### src/rtl/viterbi_pkg.sv
// Shared constants and types for the rate-1/2, K=4 convolutional encoder
// and the Viterbi decoder that consumes its symbol stream.
package viterbi_pkg;

  localparam int K          = 4;
  localparam int NUM_STATES = 1 << (K - 1);
  localparam int TAIL_LEN   = K - 1;

  localparam logic [K-1:0] G0_DEF = 4'b1101;
  localparam logic [K-1:0] G1_DEF = 4'b1111;

  typedef logic [1:0] sym_t;

  typedef enum logic [1:0] {
    IDLE = 2'd0,
    DATA = 2'd1,
    TAIL = 2'd2
  } enc_state_t;

  // XOR-reduce of the encoder window masked by a generator polynomial.
  function automatic logic parity_tap(input logic [K-1:0] win,
                                      input logic [K-1:0] gen);
    return ^(win & gen);
  endfunction

endpackage

### src/rtl/conv_enc_core.sv
// Encoder core: the K-1 bit history register plus the two generator taps.
// Code bits are combinational from the current input and the history.
module conv_enc_core
  import viterbi_pkg::*;
#(
  parameter logic [K-1:0] G0 = G0_DEF,
  parameter logic [K-1:0] G1 = G1_DEF
) (
  input  logic clk,
  input  logic rst,
  input  logic i_shift,
  input  logic i_b,
  output logic o_c0,
  output logic o_c1
);

  localparam int SR_W = $clog2(NUM_STATES);

  logic [SR_W-1:0] r_sr;
  logic [K-1:0]    w_win;

  // Window MSB is the current bit; r_sr[SR_W-1] is the most recent past bit.
  assign w_win = {i_b, r_sr};
  assign o_c0  = parity_tap(w_win, G0);
  assign o_c1  = parity_tap(w_win, G1);

  // Shift the history on every encoded slot; the tail flushes it back to zero.
  always_ff @(posedge clk or negedge rst) begin
    if (!rst) begin
      r_sr <= '0;
    end else if (i_shift) begin
      r_sr <= {i_b, r_sr[SR_W-1:1]};
    end
  end

endmodule

### src/rtl/conv_encoder_framer.sv
// Frame sequencer around the convolutional encoder core. Accepts FRAME_LEN
// data bits, appends TAIL_LEN zero bits, and registers one symbol per slot
// so the downstream decoder sees an unbroken enable for the whole frame.
module conv_encoder_framer
  import viterbi_pkg::*;
#(
  parameter int           FRAME_LEN = 1024,
  parameter logic [K-1:0] G0        = G0_DEF,
  parameter logic [K-1:0] G1        = G1_DEF
) (
  input  logic       clk,
  input  logic       rst,
  input  logic       start,
  input  logic       in_valid,
  input  logic       in_bit,
  output logic       in_ready,
  output logic       out_valid,
  output logic [1:0] out_sym,
  output logic       frame_done,
  output logic       underrun,
  input  logic       clear_err
);

  // The counter is shared by the data and tail phases, so it must also be
  // able to reach TAIL_LEN-1 when FRAME_LEN is very small.
  localparam int CNT_W = $clog2((FRAME_LEN > 4) ? FRAME_LEN : 4);
  localparam logic [CNT_W-1:0] LAST_DATA = CNT_W'(FRAME_LEN - 1);
  localparam logic [CNT_W-1:0] LAST_TAIL = CNT_W'(TAIL_LEN - 1);

  enc_state_t       r_state;
  logic [CNT_W-1:0] r_cnt;
  sym_t             r_sym_p1;
  logic             r_vld_p1;
  logic             r_done_p1;
  logic             r_underrun;

  logic w_slot;
  logic w_b;
  logic w_c0;
  logic w_c1;

  assign w_slot = (r_state == DATA) || (r_state == TAIL);
  // Missing data is replaced by a zero bit; tail bits are always zero.
  assign w_b    = (r_state == DATA) ? (in_valid & in_bit) : 1'b0;

  conv_enc_core #(
    .G0 (G0),
    .G1 (G1)
  ) u_core (
    .clk     (clk),
    .rst     (rst),
    .i_shift (w_slot),
    .i_b     (w_b),
    .o_c0    (w_c0),
    .o_c1    (w_c1)
  );

  // Stage p0 -> p1: framer FSM, slot counter, symbol register and error flag.
  always_ff @(posedge clk or negedge rst) begin
    if (!rst) begin
      r_state    <= IDLE;
      r_cnt      <= '0;
      r_sym_p1   <= 2'b00;
      r_vld_p1   <= 1'b0;
      r_done_p1  <= 1'b0;
      r_underrun <= 1'b0;
    end else begin
      r_vld_p1  <= w_slot;
      r_done_p1 <= (r_state == TAIL) && (r_cnt == LAST_TAIL);
      if (w_slot) begin
        r_sym_p1 <= {w_c0, w_c1};
      end

      // A starved data slot sets the flag even if a clear arrives with it.
      if ((r_state == DATA) && !in_valid) begin
        r_underrun <= 1'b1;
      end else if (clear_err) begin
        r_underrun <= 1'b0;
      end

      unique case (r_state)
        IDLE: begin
          if (start) begin
            r_state <= DATA;
            r_cnt   <= '0;
          end
        end
        DATA: begin
          if (r_cnt == LAST_DATA) begin
            r_state <= TAIL;
            r_cnt   <= '0;
          end else begin
            r_cnt <= r_cnt + CNT_W'(1);
          end
        end
        TAIL: begin
          if (r_cnt == LAST_TAIL) begin
            r_state <= start ? DATA : IDLE;
            r_cnt   <= '0;
          end else begin
            r_cnt <= r_cnt + CNT_W'(1);
          end
        end
        default: begin
          r_state <= IDLE;
          r_cnt   <= '0;
        end
      endcase
    end
  end

  assign in_ready   = (r_state == DATA);
  assign out_valid  = r_vld_p1;
  assign out_sym    = r_sym_p1;
  assign frame_done = r_done_p1;
  assign underrun   = r_underrun;

endmodule
### config.mk
export PLATFORM = sky130hd
export DESIGN_NAME = conv_encoder_framer
export DESIGN_NICKNAME = d
export VERILOG_FILES = /design/src/rtl/viterbi_pkg.sv /design/src/rtl/conv_enc_core.sv /design/src/rtl/conv_encoder_framer.sv
export SDC_FILE = /design/constraint.sdc
export NUM_CORES = 1
export LEC_CHECK = 0
export ABC_AREA = 1
export BUFFER_PORTS_ARGS = -buffer_cell sky130_fd_sc_hd__buf_2
export CAP_MARGIN = 20
export CORE_MARGIN = 3
export CORE_UTILIZATION = 40
export CTS_BUF_LIST = sky130_fd_sc_hd__clkbuf_16
export DETAILED_ROUTE_END_ITERATION = 16
export GPL_ROUTABILITY_DRIVEN = 0
export SYNTH_ARGS = -nofsm -noshare
export SYNTH_HDL_FRONTEND = slang
export SYNTH_HIERARCHICAL = 1
export SYNTH_SLANG_ARGS = --single-unit
export TNS_END_PERCENT = 20
### constraint.sdc
create_clock -name clk -period 2.6 [get_ports clk]
set_clock_uncertainty 0.2 [all_clocks]
set_input_delay 0.39 -clock clk [delete_from_list [all_inputs] [get_ports clk]]
set_output_delay 0.39 -clock clk [all_outputs]
set_load 0.1 [all_outputs]
Yosys cells after proc, flatten, opt, wreduce, memory -nomap -nowiden

Index checks and enable logic that the tools add are counted.

Add/sub/neg operators: 1
$mul: 0
Div/mod/pow operators: 0
Magnitude comparators: 0
Equality and inequality tests: 7
Shift operators: 0
Multiplexer cells: 12
Bitwise gates (word level): 1
Reduce and logical (&&, ||, !) cells: 9

Operators with widths:

| cell                  | count |
|---|---|
| $mux 10               | 3 |
| $pmux 10 s3           | 1 |
| $add 10x1->10 const B | 1 |
| $eq 10x10->1 const B  | 1 |
| $eq 10x2->1 const B   | 1 |
| $reduce_xor 4->1      | 2 |
| $mux 2                | 3 |
| $pmux 2 s3            | 1 |
| $mux 1                | 4 |
| $ne 2x1->1 const B    | 2 |
| $reduce_and 3->1      | 1 |
| $eq 2x1->1 const B    | 1 |
| $eq 2x2->1 const B    | 1 |
| $logic_and 1x1->1     | 2 |
| $logic_not 2->1       | 1 |
| $ne 2x2->1 const B    | 1 |
| $reduce_bool 2->1     | 1 |
| $and 1x1->1           | 1 |
| $logic_not 1->1       | 1 |
| $logic_or 1x1->1      | 1 |

Register bits: 20
Bits in latches: 0
RAM bits: 0
ROM bits: 0
Input port bits: 6
Output and inout port bits: 6
Word-level logic and storage cells: 37
Memories kept: 0

Longest topological paths before layout

Depth in word-level cells: 3
Depth in mapped cells: 11
Gate-level depth less buffers: 11

Modules after synthesis

The synthesis kept the hierarchy.

Modules (own cells, without submodules):

| module              | instances | cells each | area each (um^2) | sequential area each (um^2) |
|---|---|---|---|---|
| conv_encoder_framer | 1         | 138        | 1056.0           | 425.4 |
| conv_enc_core       | 1         | 31         | 183.9            | 75.1 |

Worst setup path after synthesis

No wires, ideal clock.

Path type: register to register
From: register r_state[1]
To: register r_sym_p1[0] (netlist: out_sym[0])
Library setup time: 0.122 ns
Arrival time: 2.073 ns
Data required time: 2.278 ns
Path slack: 0.205 ns
Cell stages (with the launch flop): 12
Path buffers: 0
Period minus slack after synthesis: 2.395 ns
Path through: dfrtp_1 inv_1 ha_1 inv_1 nor2_1 inv_1 nand2_1 nand2_1 nand2_1 nand2_1 nand2_1 nand2_1

Cells in the longest elaborated chain, start to end: 3
Elaborated cells between the ends (all ways): 5
Those cells by class: 2 x eq/ne; 1 x mux; 2 x reduce/logical

RTL lines:

| element                  | RTL line                  | RTL |
|---|---|---|
| start: declaration       | conv_encoder_framer.sv:30 | `enc_state_t r_state;` |
| start signal: assignment | conv_encoder_framer.sv:98 | `r_state <= start ? DATA : IDLE;` |
| $eq 2x1->1               | -                         |  |
| net in_ready             | conv_encoder_framer.sv:16 | `output logic in_ready,` |
| $mux 1                   | conv_encoder_framer.sv:44 | `assign w_b = (r_state == DATA) ? (in_valid & in_bit) : 1'b0;` |
| net w_b                  | conv_encoder_framer.sv:38 | `logic w_b;` |
| $reduce_xor 4->1         | viterbi_pkg.sv:23         | `return ^(win & gen);` |
| net w_c1                 | conv_encoder_framer.sv:40 | `logic w_c1;` |
| end signal: assignment   | conv_encoder_framer.sv:71 | `r_sym_p1 <= {w_c0, w_c1};` |
| end: declaration         | conv_encoder_framer.sv:32 | `sym_t r_sym_p1;` |

The timed path passes the listed nets, and every way through them passes these cells.
A chain may end at the register's enable or synchronous reset.

Worst setup path after layout

From: register r_state[1]
To: output in_ready

Cells in the longest elaborated chain, start to end: 1

RTL lines:

| element          | RTL line                   | RTL |
|---|---|---|
| $eq 2x1->1       | conv_encoder_framer.sv:112 | `assign in_ready = (r_state == DATA);` |
| end: declaration | conv_encoder_framer.sv:16  |  |

Every way passes these cells.

==> metrics.cfg <==
[clock_network]
insertion_delay_ns = 0.25
clock_path_buffers = 2
cts_resized = 0
clock-sinks = 20
hold_buffers = 1
clkTransAtPathRegs_ns = 0.06
root_buffer = clkbuf_16
cts_tree = built
post_cts_buffers = 0
htree_levels = 1
cts_inserted_buffers = 3

[route]
drtIter0Drc = 39
drt_pass1_iterations = 4
finalWirelength_um = 2340
viasPerCell = 4.77
dr_total_vias = 1025
drt-wirelength-per-cell_um = 10.9
drc = 0
antenna_left = 0

[placement]
io_buffer_count = 11
dp_hpwl_um = 1750
dpl_worst_slack_ns = 0.711
placed_area_um2 = 1320

[grt]
grt_max_degree = 21
grt_pass1_vias = 948
grtUsageMet1 = 0.210
grt_usage = 0.144
use_met3 = 0.0252
antenna_found_initial = 0
grt_pass1_wl_um = 4070
busiest_layer = met2
grt_use_met2 = 0.212
grt_remaining_overflow = 0

[critical_path]
critPathTopFamily = buffers and inverters
start_kind = flop
path_buf_inv = 2
crit_path_max_fanout = 5
path_class = reg2out
arrival_ns = 1.53
end_kind = output port
path_cells = inv_1 -> ha_1 -> buf_2
slowest_stage = buf_2
cpPeakStageDelay_ns = 0.48
crit_required_ns = 2.01

[timing]
finalHoldViolCount = 0
fin_setup_tns_ns = 0
worst_pin_slew_ns = 0.490
layout_min_cycle_time_ns = 2.12
fin_crit_sh = 0.815
rsz0062_at_grt = false
timing.final.ws_setup_ns = 0.482
relSlewSlack = 0.676
setup_viol = 0
slew_viol_final = 0
fmax_ghz = 0.472
hold_ws_ns = 0.126

[pwr]
power_density_nw_per_um2 = 1100
leakage_nw = 0.737
vdd_drop_max_v = 0.000592

[synth]
synthDistinctLibCells = 24
ys_ff_latch = 20
synth_area_um2 = 1240
synth_fp_nets = 181
avgSynthCellArea_um2 = 7.34
ys.warnings.count = 6
syn-instance-count = 169
seq_area_frac_synth = 0.404

[final_layout]
mostFrequentLayoutCells = nand2_1 (70), dfrtp_1 (20), inv_1 (15)
n_antenna_cell = 0
nets = 197
area_growth_pct = 15.9
drive_above_1_share = 0.163
final_common_cell = nand2_1
fin_area_um2 = 1440

[floorplan]
ios = 12
fp.dieH_um = 61.7
start_util = 0.435
core_area_um2 = 2850
die-area_um2 = 3800
fp-row-count = 19
die_x_um = 61.7

[min_path]
min_path_type = in2reg

[flow_run]
drv_cap = 0

[status]
status = finished clean

layout make-up:
class | instances | area [um^2]
clock buffer | 3 | 75.1
clock inverter | 1 | 30.0
fill | 275 | 1420
inverter | 19 | 71.3
multi-input combinational | 129 | 657
sequential | 20 | 500
tap | 31 | 38.8
timing repair buffer | 12 | 65.1
flip-flops by register name, indices dropped and copies added (netlist names):
signal / count
r_state: 2
out_valid: 1
u_core/r_sr: 3
r_cnt: 10
frame_done: 1
out_sym: 2
underrun: 1
through the flow:
stage | std cells | power [W] | util
6_report | 215 | 0.00158 | 0.504
5_1_grt | 215 | 0.00168 | 0.504
4_1_cts | 215 | 0.00159 | 0.504
3_5_place_dp | 210 | 0.00116 | 0.464
3_3_place_gp | 210 | 0.00116 | 0.464
2_1_floorplan | 169 | 0.00102 | -
power by group:
group	switching, W	internal [W]	leakage [nW]
registers	0.0000409	0.000370	0.271
clock network	0.000113	0.000305	0.0511
logic	0.000576	0.000171	0.415
cells in the mapped netlist:
master    instances  share of area
nor3_1            1         0.0040
nor2_4            3          0.027
o21ai_1           2         0.0081
a21oi_1           2         0.0081
nor2_2            2          0.010
dfrtp_1          20           0.40
or2_2             1         0.0050
o21ai_4           1          0.013
nor3b_1           2          0.012
inv_2             4          0.012
nand4_1           2          0.010
nand3b_1          2          0.012
inv_1            15          0.045
nand2_1          70           0.21
nand2_4           1         0.0091
o21ai_0           3          0.012
o22ai_1           1         0.0050
nor2_1           11          0.033
o21ai_2           1         0.0071
xor2_1            2          0.014
ha_1              6          0.061
buf_6             1         0.0091
nand2_2           2          0.010
nand3_1          14          0.057
routing by layer:
layer  share of wire  wire length, um
met5               0                0
met4          0.0073               17
met3           0.022               52
met2            0.44             1030
met1            0.53             1240
kinds of logic (layout without fill, tap and decap cells):
family	after synthesis	count (layout)	synth area share
and+or+nand+nor	111	111	0.402
DFF	20	20	0.404
buffers and inverters	20	35	0.0666
AOI/OAI and AO/OA	10	10	0.0535
adders and majority gates	6	6	0.0605
xor gates and xnor gates	2	2	0.0141
final timing paths:
check                           start        endpoint  slack [ns]  depth (start not counted)
max in group asynchronous         rst  u_core/r_sr[0]        1.48                          2
hold / removal              clear_err        underrun        0.13                          2
hold reg to reg            out_sym[1]      out_sym[1]        0.28                          2
setup reg to reg           r_state[0]        r_cnt[4]        0.66                          8
min in group asynchronous         rst        r_cnt[4]        0.41                          2
setup / recovery           r_state[1]        in_ready        0.48                          3
No activity file was read; power rests on OpenSTA's default activity.
